<file path="src/rtl/uart_pkg.sv">
// Shared types and helpers for the oversampled UART receiver and its FIFO.
package uart_pkg;

    typedef enum logic [2:0] {
        IDLE,
        START,
        DATA,
        PARITY,
        STOP
    } rx_state_t;

    // Tick counter wide enough for OVERSAMPLE up to 256; bit counter covers up to 9 data bits.
    localparam int TICK_W = 8;
    localparam int BIT_W  = 4;

    function automatic int fifo_cnt_w(input int depth);
        return $clog2(depth) + 1;
    endfunction

    function automatic logic par(input logic [8:0] data, input logic odd);
        return (^data) ^ odd;
    endfunction

endpackage

</file>
<file path="src/rtl/uart_sync_fifo.sv">
// Synchronous first-word-fall-through FIFO; head word reads as zero while empty.
module uart_sync_fifo
    import uart_pkg::*;
#(
    parameter int WIDTH = 8,
    parameter int DEPTH = 4
) (
    input  logic             clk_i,
    input  logic             rst_i,
    input  logic             push_i,
    input  logic             pop_i,
    input  logic [WIDTH-1:0] din_i,
    output logic [WIDTH-1:0] dout_o,
    output logic             empty_o,
    output logic             full_o
);

    localparam int PTR_W = $clog2(DEPTH);
    localparam int CNT_W = fifo_cnt_w(DEPTH);

    logic [WIDTH-1:0] mem_q [DEPTH];
    logic [PTR_W-1:0] wr_ptr_q, wr_ptr_d;
    logic [PTR_W-1:0] rd_ptr_q, rd_ptr_d;
    logic [CNT_W-1:0] count_q, count_d;
    logic             do_push;
    logic             do_pop;

    assign empty_o = (count_q == '0);
    assign full_o  = (count_q == CNT_W'(DEPTH));
    assign do_pop  = pop_i && !empty_o;
    // A pop frees the head slot on the same edge, so a full FIFO still accepts a push.
    assign do_push = push_i && (!full_o || do_pop);
    assign dout_o  = empty_o ? '0 : mem_q[rd_ptr_q];

    always_comb begin
        wr_ptr_d = wr_ptr_q;
        rd_ptr_d = rd_ptr_q;
        count_d  = count_q;
        if (do_push) wr_ptr_d = wr_ptr_q + 1'b1;
        if (do_pop)  rd_ptr_d = rd_ptr_q + 1'b1;
        case ({do_push, do_pop})
            2'b10:   count_d = count_q + 1'b1;
            2'b01:   count_d = count_q - 1'b1;
            default: count_d = count_q;
        endcase
    end

    always_ff @(posedge clk_i) begin
        if (rst_i) begin
            wr_ptr_q <= '0;
            rd_ptr_q <= '0;
            count_q  <= '0;
        end else begin
            wr_ptr_q <= wr_ptr_d;
            rd_ptr_q <= rd_ptr_d;
            count_q  <= count_d;
        end
    end

    always_ff @(posedge clk_i) begin
        if (do_push) mem_q[wr_ptr_q] <= din_i;
    end

endmodule

</file>
<file path="src/rtl/uart_rx_fifo.sv">
// Oversampled UART receiver with optional parity, sticky error flags and a receive FIFO.
// state  | meaning
// IDLE   | line idle, waiting for a low rx_s while enabled
// START  | confirming start bit at its centre
// DATA   | sampling data bits LSB first at bit centres
// PARITY | checking the parity bit
// STOP   | checking the stop bit, pushing the word when it is high
module uart_rx_fifo
    import uart_pkg::*;
#(
    parameter int DATA_BITS  = 8,
    parameter int OVERSAMPLE = 16,
    parameter int PARITY_EN  = 0,
    parameter int PARITY_ODD = 0,
    parameter int FIFO_DEPTH = 4
) (
    input  logic                 rxclk,
    input  logic                 reset,
    input  logic                 rxen,
    input  logic                 rxin,
    input  logic                 rxuld,
    output logic [DATA_BITS-1:0] rxrcvd,
    output logic                 rxempty,
    output logic                 rxfull,
    output logic                 overrun,
    output logic                 frame_err,
    output logic                 parity_err
);

    localparam logic [TICK_W-1:0] HALF_TC  = TICK_W'(OVERSAMPLE / 2 - 1);
    localparam logic [TICK_W-1:0] FULL_TC  = TICK_W'(OVERSAMPLE - 1);
    localparam logic [BIT_W-1:0]  LAST_BIT = BIT_W'(DATA_BITS - 1);
    localparam logic              ODD      = (PARITY_ODD != 0);

    rx_state_t            state_q, state_d;
    logic                 sync1_q, rx_s_q;
    logic [TICK_W-1:0]    tick_q, tick_d;
    logic [BIT_W-1:0]     bit_q, bit_d;
    logic [DATA_BITS-1:0] shreg_q, shreg_d;
    logic                 ovr_q, ovr_d;
    logic                 ferr_q, ferr_d;
    logic                 perr_q, perr_d;
    logic                 push;

    always_comb begin
        state_d = state_q;
        tick_d  = tick_q + 1'b1;
        bit_d   = bit_q;
        shreg_d = shreg_q;
        ferr_d  = ferr_q;
        perr_d  = perr_q;
        push    = 1'b0;
        if (!rxen) begin
            state_d = IDLE;
            tick_d  = '0;
            bit_d   = '0;
            ferr_d  = 1'b0;
            perr_d  = 1'b0;
        end else begin
            case (state_q)
                IDLE: begin
                    tick_d = '0;
                    bit_d  = '0;
                    if (!rx_s_q) state_d = START;
                end
                START: if (tick_q == HALF_TC) begin
                    tick_d  = '0;
                    state_d = rx_s_q ? IDLE : DATA;
                end
                DATA: if (tick_q == FULL_TC) begin
                    tick_d  = '0;
                    shreg_d = {rx_s_q, shreg_q[DATA_BITS-1:1]};
                    bit_d   = bit_q + 1'b1;
                    if (bit_q == LAST_BIT) state_d = (PARITY_EN != 0) ? PARITY : STOP;
                end
                PARITY: if (tick_q == FULL_TC) begin
                    tick_d  = '0;
                    state_d = STOP;
                    if (rx_s_q != par(9'(shreg_q), ODD)) perr_d = 1'b1;
                end
                STOP: if (tick_q == FULL_TC) begin
                    tick_d  = '0;
                    state_d = IDLE;
                    if (rx_s_q) push   = 1'b1;
                    else        ferr_d = 1'b1;
                end
                default: state_d = IDLE;
            endcase
        end
        ovr_d = rxen && (ovr_q || (push && rxfull && !rxuld));
    end

    always_ff @(posedge rxclk) begin
        if (reset) begin
            sync1_q <= 1'b1;
            rx_s_q  <= 1'b1;
            state_q <= IDLE;
            tick_q  <= '0;
            bit_q   <= '0;
            shreg_q <= '0;
            ovr_q   <= 1'b0;
            ferr_q  <= 1'b0;
            perr_q  <= 1'b0;
        end else begin
            sync1_q <= rxin;
            rx_s_q  <= sync1_q;
            state_q <= state_d;
            tick_q  <= tick_d;
            bit_q   <= bit_d;
            shreg_q <= shreg_d;
            ovr_q   <= ovr_d;
            ferr_q  <= ferr_d;
            perr_q  <= perr_d;
        end
    end

    uart_sync_fifo #(
        .WIDTH (DATA_BITS),
        .DEPTH (FIFO_DEPTH)
    ) u_fifo (
        .clk_i   (rxclk),
        .rst_i   (reset),
        .push_i  (push),
        .pop_i   (rxuld),
        .din_i   (shreg_q),
        .dout_o  (rxrcvd),
        .empty_o (rxempty),
        .full_o  (rxfull)
    );

    assign overrun    = ovr_q;
    assign frame_err  = ferr_q;
    assign parity_err = perr_q;

endmodule

</file>
<file path="config.mk">
export PLATFORM = sky130hd
export DESIGN_NAME = uart_rx_fifo
export DESIGN_NICKNAME = d
export VERILOG_FILES = /design/src/rtl/uart_pkg.sv /design/src/rtl/uart_sync_fifo.sv /design/src/rtl/uart_rx_fifo.sv
export SDC_FILE = /design/constraint.sdc
export NUM_CORES = 1
export LEC_CHECK = 0
export BUFFER_PORTS_ARGS = -buffer_cell sky130_fd_sc_hd__buf_2
export CORE_MARGIN = 8
export CORE_UTILIZATION = 64
export DETAILED_ROUTE_END_ITERATION = 8
export PLACE_DENSITY = 0.83
export SLEW_MARGIN = 40
export SYNTH_ARGS = -nofsm -noshare
export SYNTH_HDL_FRONTEND = slang
export SYNTH_SLANG_ARGS = --single-unit
</file>
<file path="constraint.sdc">
create_clock -name rxclk -period 5 [get_ports rxclk]
set_input_delay 0.75 -clock rxclk [delete_from_list [all_inputs] [get_ports rxclk]]
set_output_delay 0.75 -clock rxclk [all_outputs]
set_load 0.005 [all_outputs]
</file>
======== After elaboration in Yosys (flattened, before gate mapping) ========
Memories as Yosys holds them, arrays and structs flattened. A register that Yosys moved wholly into a read port is not among the register bits.
Cells that the tools add are included.
operators by class
  add/subtract/negate cells ............... 6
  equal/unequal tests ..................... 17
  multiplexer cells ....................... 23
  bitwise operators ....................... 2
  reductions and logical operators ........ 22
operators with widths
  operator                                       count
  two-way mux 8 bit                              3
  one-hot mux 8 bit (3 select lines)             1
  two-way mux 3 bit                              6
  one-hot mux 3 bit (5 select lines)             1
  != test 2 bit, second input constant           6
  AND reduction 3 bit                            3
  parity 9 bit                                   1
  adder 8 x 1 -> 8 bit, second input constant    1
  == test 8 x 3 -> 1 bit, second input constant  1
  == test 8 x 4 -> 1 bit, second input constant  1
  one-hot mux 4 bit (2 select lines)             1
  == test 3 x 2 -> 1 bit, second input constant  2
  == test 3 bit, second input constant           2
  zero test 3 bit                                2
  two-way mux 1 bit                              6
  two-way mux 2 bit                              3
  one-hot mux 3 bit (2 select lines)             1
  AND reduction 6 bit                            1
  logical AND 1 bit                              5
  adder 2 x 1 -> 2 bit, second input constant    2
  adder 4 x 1 -> 4 bit, second input constant    1
  == test 4 x 3 -> 1 bit, second input constant  1
  two-way mux 4 bit                              1
  nonzero test 2 bit                             2
  other kinds (12)                               16
word-level totals
  flip-flop bits (word level) ............. 35
  bits in writable memories ............... 32
  input bits .............................. 5
  output and inout bits ................... 13
  memories kept ........................... 1
memory list
  name          words  width  rd ports  clocked after Yosys merged registers in  write ports  line                  RTL
  u_fifo.mem_q  4      8      1         1                                        1            uart_sync_fifo.sv:21  logic [WIDTH-1:0] mem_q [DEPTH];

======== Longest topological paths before layout ========
  depth in word-level cells ............... 8
  mapped depth ............................ 11

======== Hierarchy ========
Synthesis repeated with hierarchy kept, for this count alone.
unflattened totals
  cell total of the unflattened synthesis .. 254
  area, all modules ....................... 3036.7 sq um
by module, submodules not included
  module          instances  cells each  area each (sq um)  sequential area each (sq um)
  uart_sync_fifo  1          105         1706.6             1141.1
  uart_rx_fifo    1          149         1330.0             560.5

======== Worst setup path before layout ========
OpenSTA, ideal clock, no wires.
  kind .................................... input port to flip-flop
  start point ............................. input rxuld
  end point ............................... register u_fifo.count_q[2]
  library setup time ...................... 0.070 ns
  arrival time ............................ 2.827 ns
  slack ................................... 2.102 ns
  cell stages on the path ................. 10
  path buffers ............................ 0
  cell sequence ........................... or4b_1 > and2_0 > and2_1 > inv_1 > ha_1 > inv_1 > fa_1 > xor2_1 > or3_1 > a21oi_1
on the way
  longest elaborated chain between the ends .. 5
  elaborated cells on any way between the ends .. 7
  those cells by class .................... eq/ne: 2; mux: 1; reduce/logical: 4
RTL lines
  element                                                                   line                  RTL
  from (decl)                                                               uart_rx_fifo.sv:21    input logic rxuld,
  logical AND 1 bit (*)                                                     uart_sync_fifo.sv:30  assign do_pop = pop_i && !empty_o;
  logical OR 1 bit                                                          uart_sync_fifo.sv:32  assign do_push = push_i && (!full_o || do_pop);
  logical AND 1 bit                                                         uart_sync_fifo.sv:32
  == test 2 x 1 -> 1 bit or == test 2 bit (tied branches)                   uart_sync_fifo.sv:41  case ({do_push, do_pop})
  one-hot mux 3 bit (2 select lines) or nonzero test 2 bit (tied branches)  n/a
  to (signal assigned)                                                      uart_sync_fifo.sv:56  count_q <= count_d;
  to (decl)                                                                 uart_sync_fifo.sv:24  logic [CNT_W-1:0] count_q, count_d;
Every way passes the cells marked *; elsewhere a longest branch is shown, timed or not.
A chain may end at the register's enable or synchronous reset.

======== Worst setup path in the final report ========
Same ends and word-level chain as after synthesis.

==> reports/metrics.cfg <==
[outcome]
run_status=finished clean

[placement]
placed_area_mm2=0.003153
dp.cells=317
io_buffers=17
gp_congestion=0.7768
hpwl_mm=3.585

[timing]
finalCriticalPeriod_ps=2802
worstMarginPinSlew_ps=601.8
final_max_slew_viol_count=0
finalSetupViolCount=0
fmax_ghz=0.3569
rsz0062_at_grt=false
finalCritPeriodShare_pct=56.04
finalSetupTns_ps=0
hold_viol_final=0
fin_worst_skew_ps=10.38
worst_hold_slack_ps=455.1
slew_headroom_pct=59.58

[yosys]
synth_area_leader_cell=edfxtp_1
synthArstFlopShare_pct=0
ys.flop_type=dfxtp_1
synth_area_mm2=0.003043
ys_seq_elements=69
yosysWarnings=0
synth_top_area_share_pct=31.58
syn_nets=271
seq_area_frac_synth_pct=55.92
synth_cell_types=48
synthCells=258
synth_edf_count=32
ys_top_cells_by_area=edfxtp_1 (32%), dfxtp_1 (24%), mux4_2 (5.9%)
syn_avg_cell_area_um2=11.79

[power_and_ir_drop]
p_leak_nw=1.315
netSwitchingFraction_pct=19.23
p_per_area_mw_per_mm2=320.0
pwr-share-seq_pct=54.5
p_int_w=0.0008706
power_frac_comb_pct=1.1
ir_worst_vdd_mv=0.3268
pwr-share-clk_pct=44.4
switchingPower_w=0.0002073

[grt]
grt_pass1_wl_mm=8.328
grt_pass1_vias=1823
grt_usage_pct=14.90
grt_overflow=0
grt_max_degree=21
antenna_found_initial=0

[clock_tree]
root_buffer=clkbuf_8
cts_tree=built
cts.htree.levels=3
cts-hold-fix-buffers=0
cts_resized=0
cts_setup_buffers=0
cts_buffers=9
clk-insertion-delay-late_ps=340
clk_pin_slew_worst_paths_ps=70
max-clock-path-buffers=2
clock-sinks=69

[drt]
vias_per_cell=5.811
dr_total_vias=1935
drc=0
first_pass_iters=4
wl_per_cell_um=15.32
detail_route.wirelength_mm=5.102
dr.first_iter.drc_count=117
detail-route-antenna-nets=0

[min_path]
min_from=sync1_q
hold_class=reg -> reg

[die]
die_area_mm2=0.007217
die_w_um=84.96
fp-row-count=25
fp.coreArea_mm2=0.004661
die_h_um=84.96
num_io_pins=18
start_util_pct=65.29

[cells_and_area]
areaGrowthSynthToFinish_pct=10.69
fin_nets=287
final_common_cell=dfxtp_1
final_cell_mix=dfxtp_1 (37), edfxtp_1 (32), nor2_1 (29)
final_design_area_no_fill_mm2=0.003368
diodes=0
final_layout_size_suffix_gt1_share_pct=17.92
final_cells=333

[critical_path]
cp_data_required_time_ps=5270
critical_path_arrival_ps=3070
crit_chain=buf_2 -> or4b_1 -> and2_0 -> and2_1 -> inv_1 -> ha_1 -> inv_1 -> fa_1 -> xor2_1 -> or3_1 -> a21oi_1
cp-end-kind=flip-flop
cpMostUsedCell=inv_1
path_class=in -> reg
startpoint=rxuld
cpPeakStageDelay_ps=500
cp-start-kind=input pin
worst-path-max-fanout=7
rr_startpoint=tick_q[0]
critPathSlowestCell=or4b_1

[job]
max_cap_violations=0

[routing by layer]
| layer | share of wire (%) | GRT usage, % | wire length [µm] | vias up |
|---|---|---|---|---|
| li1 | - | - | - | 959 |
| met1 | 42 | 15.80 | 2152 | 942 |
| met2 | 53 | 25.78 | 2708 | 30 |
| met3 | 3.8 | 6.081 | 192 | 4 |
| met4 | 0.94 | 5.663 | 48 | 0 |
| met5 | 0 | 0 | 0 | - |
[cell usage after synthesis, types with 2 or more instances]
master and instances:
a21boi_0 2, a21oi_1 9, a31oi_1 5, and3_1 8, and4_1 3, buf_2 4, clkbuf_1 6, dfxtp_1 37
edfxtp_1 32, ha_1 7, inv_1 9, mux2i_1 8, mux4_2 8, nand2_1 14, nand3_1 6, nand3b_1 3
nand4_1 3, nor2_1 29, nor2b_1 11, nor3_1 2, nor3b_1 4, nor4_2 2, o21ai_0 5, o21ai_1 2
or2_2 3, xnor2_1 9, xor2_1 6
[cell families after synthesis]
| group | share of synthesized area (%) |
|---|---|
| and+or+nand+nor | 17.72 |
| buffers and inverters | 3.042 |
| xor gates and xnor gates | 5.058 |
| adders and majority gates | 3.536 |
| DFF | 55.92 |
| AOI/OAI and AO/OA | 6.168 |
| muxes | 8.553 |
[power groups by stage]
stage,Clock [W],Sequential (W),Combinational [W]
after global placement,0,0.000600,0.0000114
final,0.000479,0.000587,0.0000117
after CTS,0.000490,0.000587,0.0000117
after floorplan,0,0.000599,0.00000835
after global routing,0.000513,0.000587,0.0000129
after detailed placement,0,0.000600,0.0000116
[final cells by class]
type / count / area, µm²
clock inverter: 6 / 87.58
multi-input combinational: 167 / 1257
fill: 312 / 1292
clock buffer: 10 / 127.6
timing repair buffer: 18 / 92.59
inverter: 9 / 33.78
tap: 54 / 67.56
sequential: 69 / 1702
[path summary, 6_finish.rpt]
kind | to | slack [ps] | cells after the start
max | u_fifo.count_q[2] | 2200 | 11
min | rx_s_q | 460 | 1
max reg2reg | u_fifo.count_q[2] | 2230 | 11
min reg2reg | rx_s_q | 460 | 1
[critical path: cells and delay by family]
kind / cells / cell delay (ps)
fa+ha+maj: 2 / 560
compound gates: 1 / 130
xor+xnor: 1 / 160
simple gates: 4 / 1250
buf+inv: 3 / 220
[registers in the layout (all words and copies together), names as in the netlist, named ones only]
signal           flops
u_fifo.mem_q        32
shreg_q              8
tick_q               8
bit_q                4
state_q              3
u_fifo.count_q       3
u_fifo.rd_ptr_q      2
u_fifo.wr_ptr_q      2
frame_err            1
overrun              1
parity_err           1
rx_s_q               1
sync1_q              1
[through the flow]
step	setup slack [ps]	power, W	util (%)
2_1_floorplan	2102	0.0006074	-
3_3_place_gp	1925	0.0006112	67.46
3_5_place_dp	1869	0.0006115	67.65
4_1_cts	2224	0.001088	72.27
5_1_grt	2052	0.001113	72.27
6_report	2198	0.001078	72.27
Note: power is estimated with default switching activity, not from simulation.
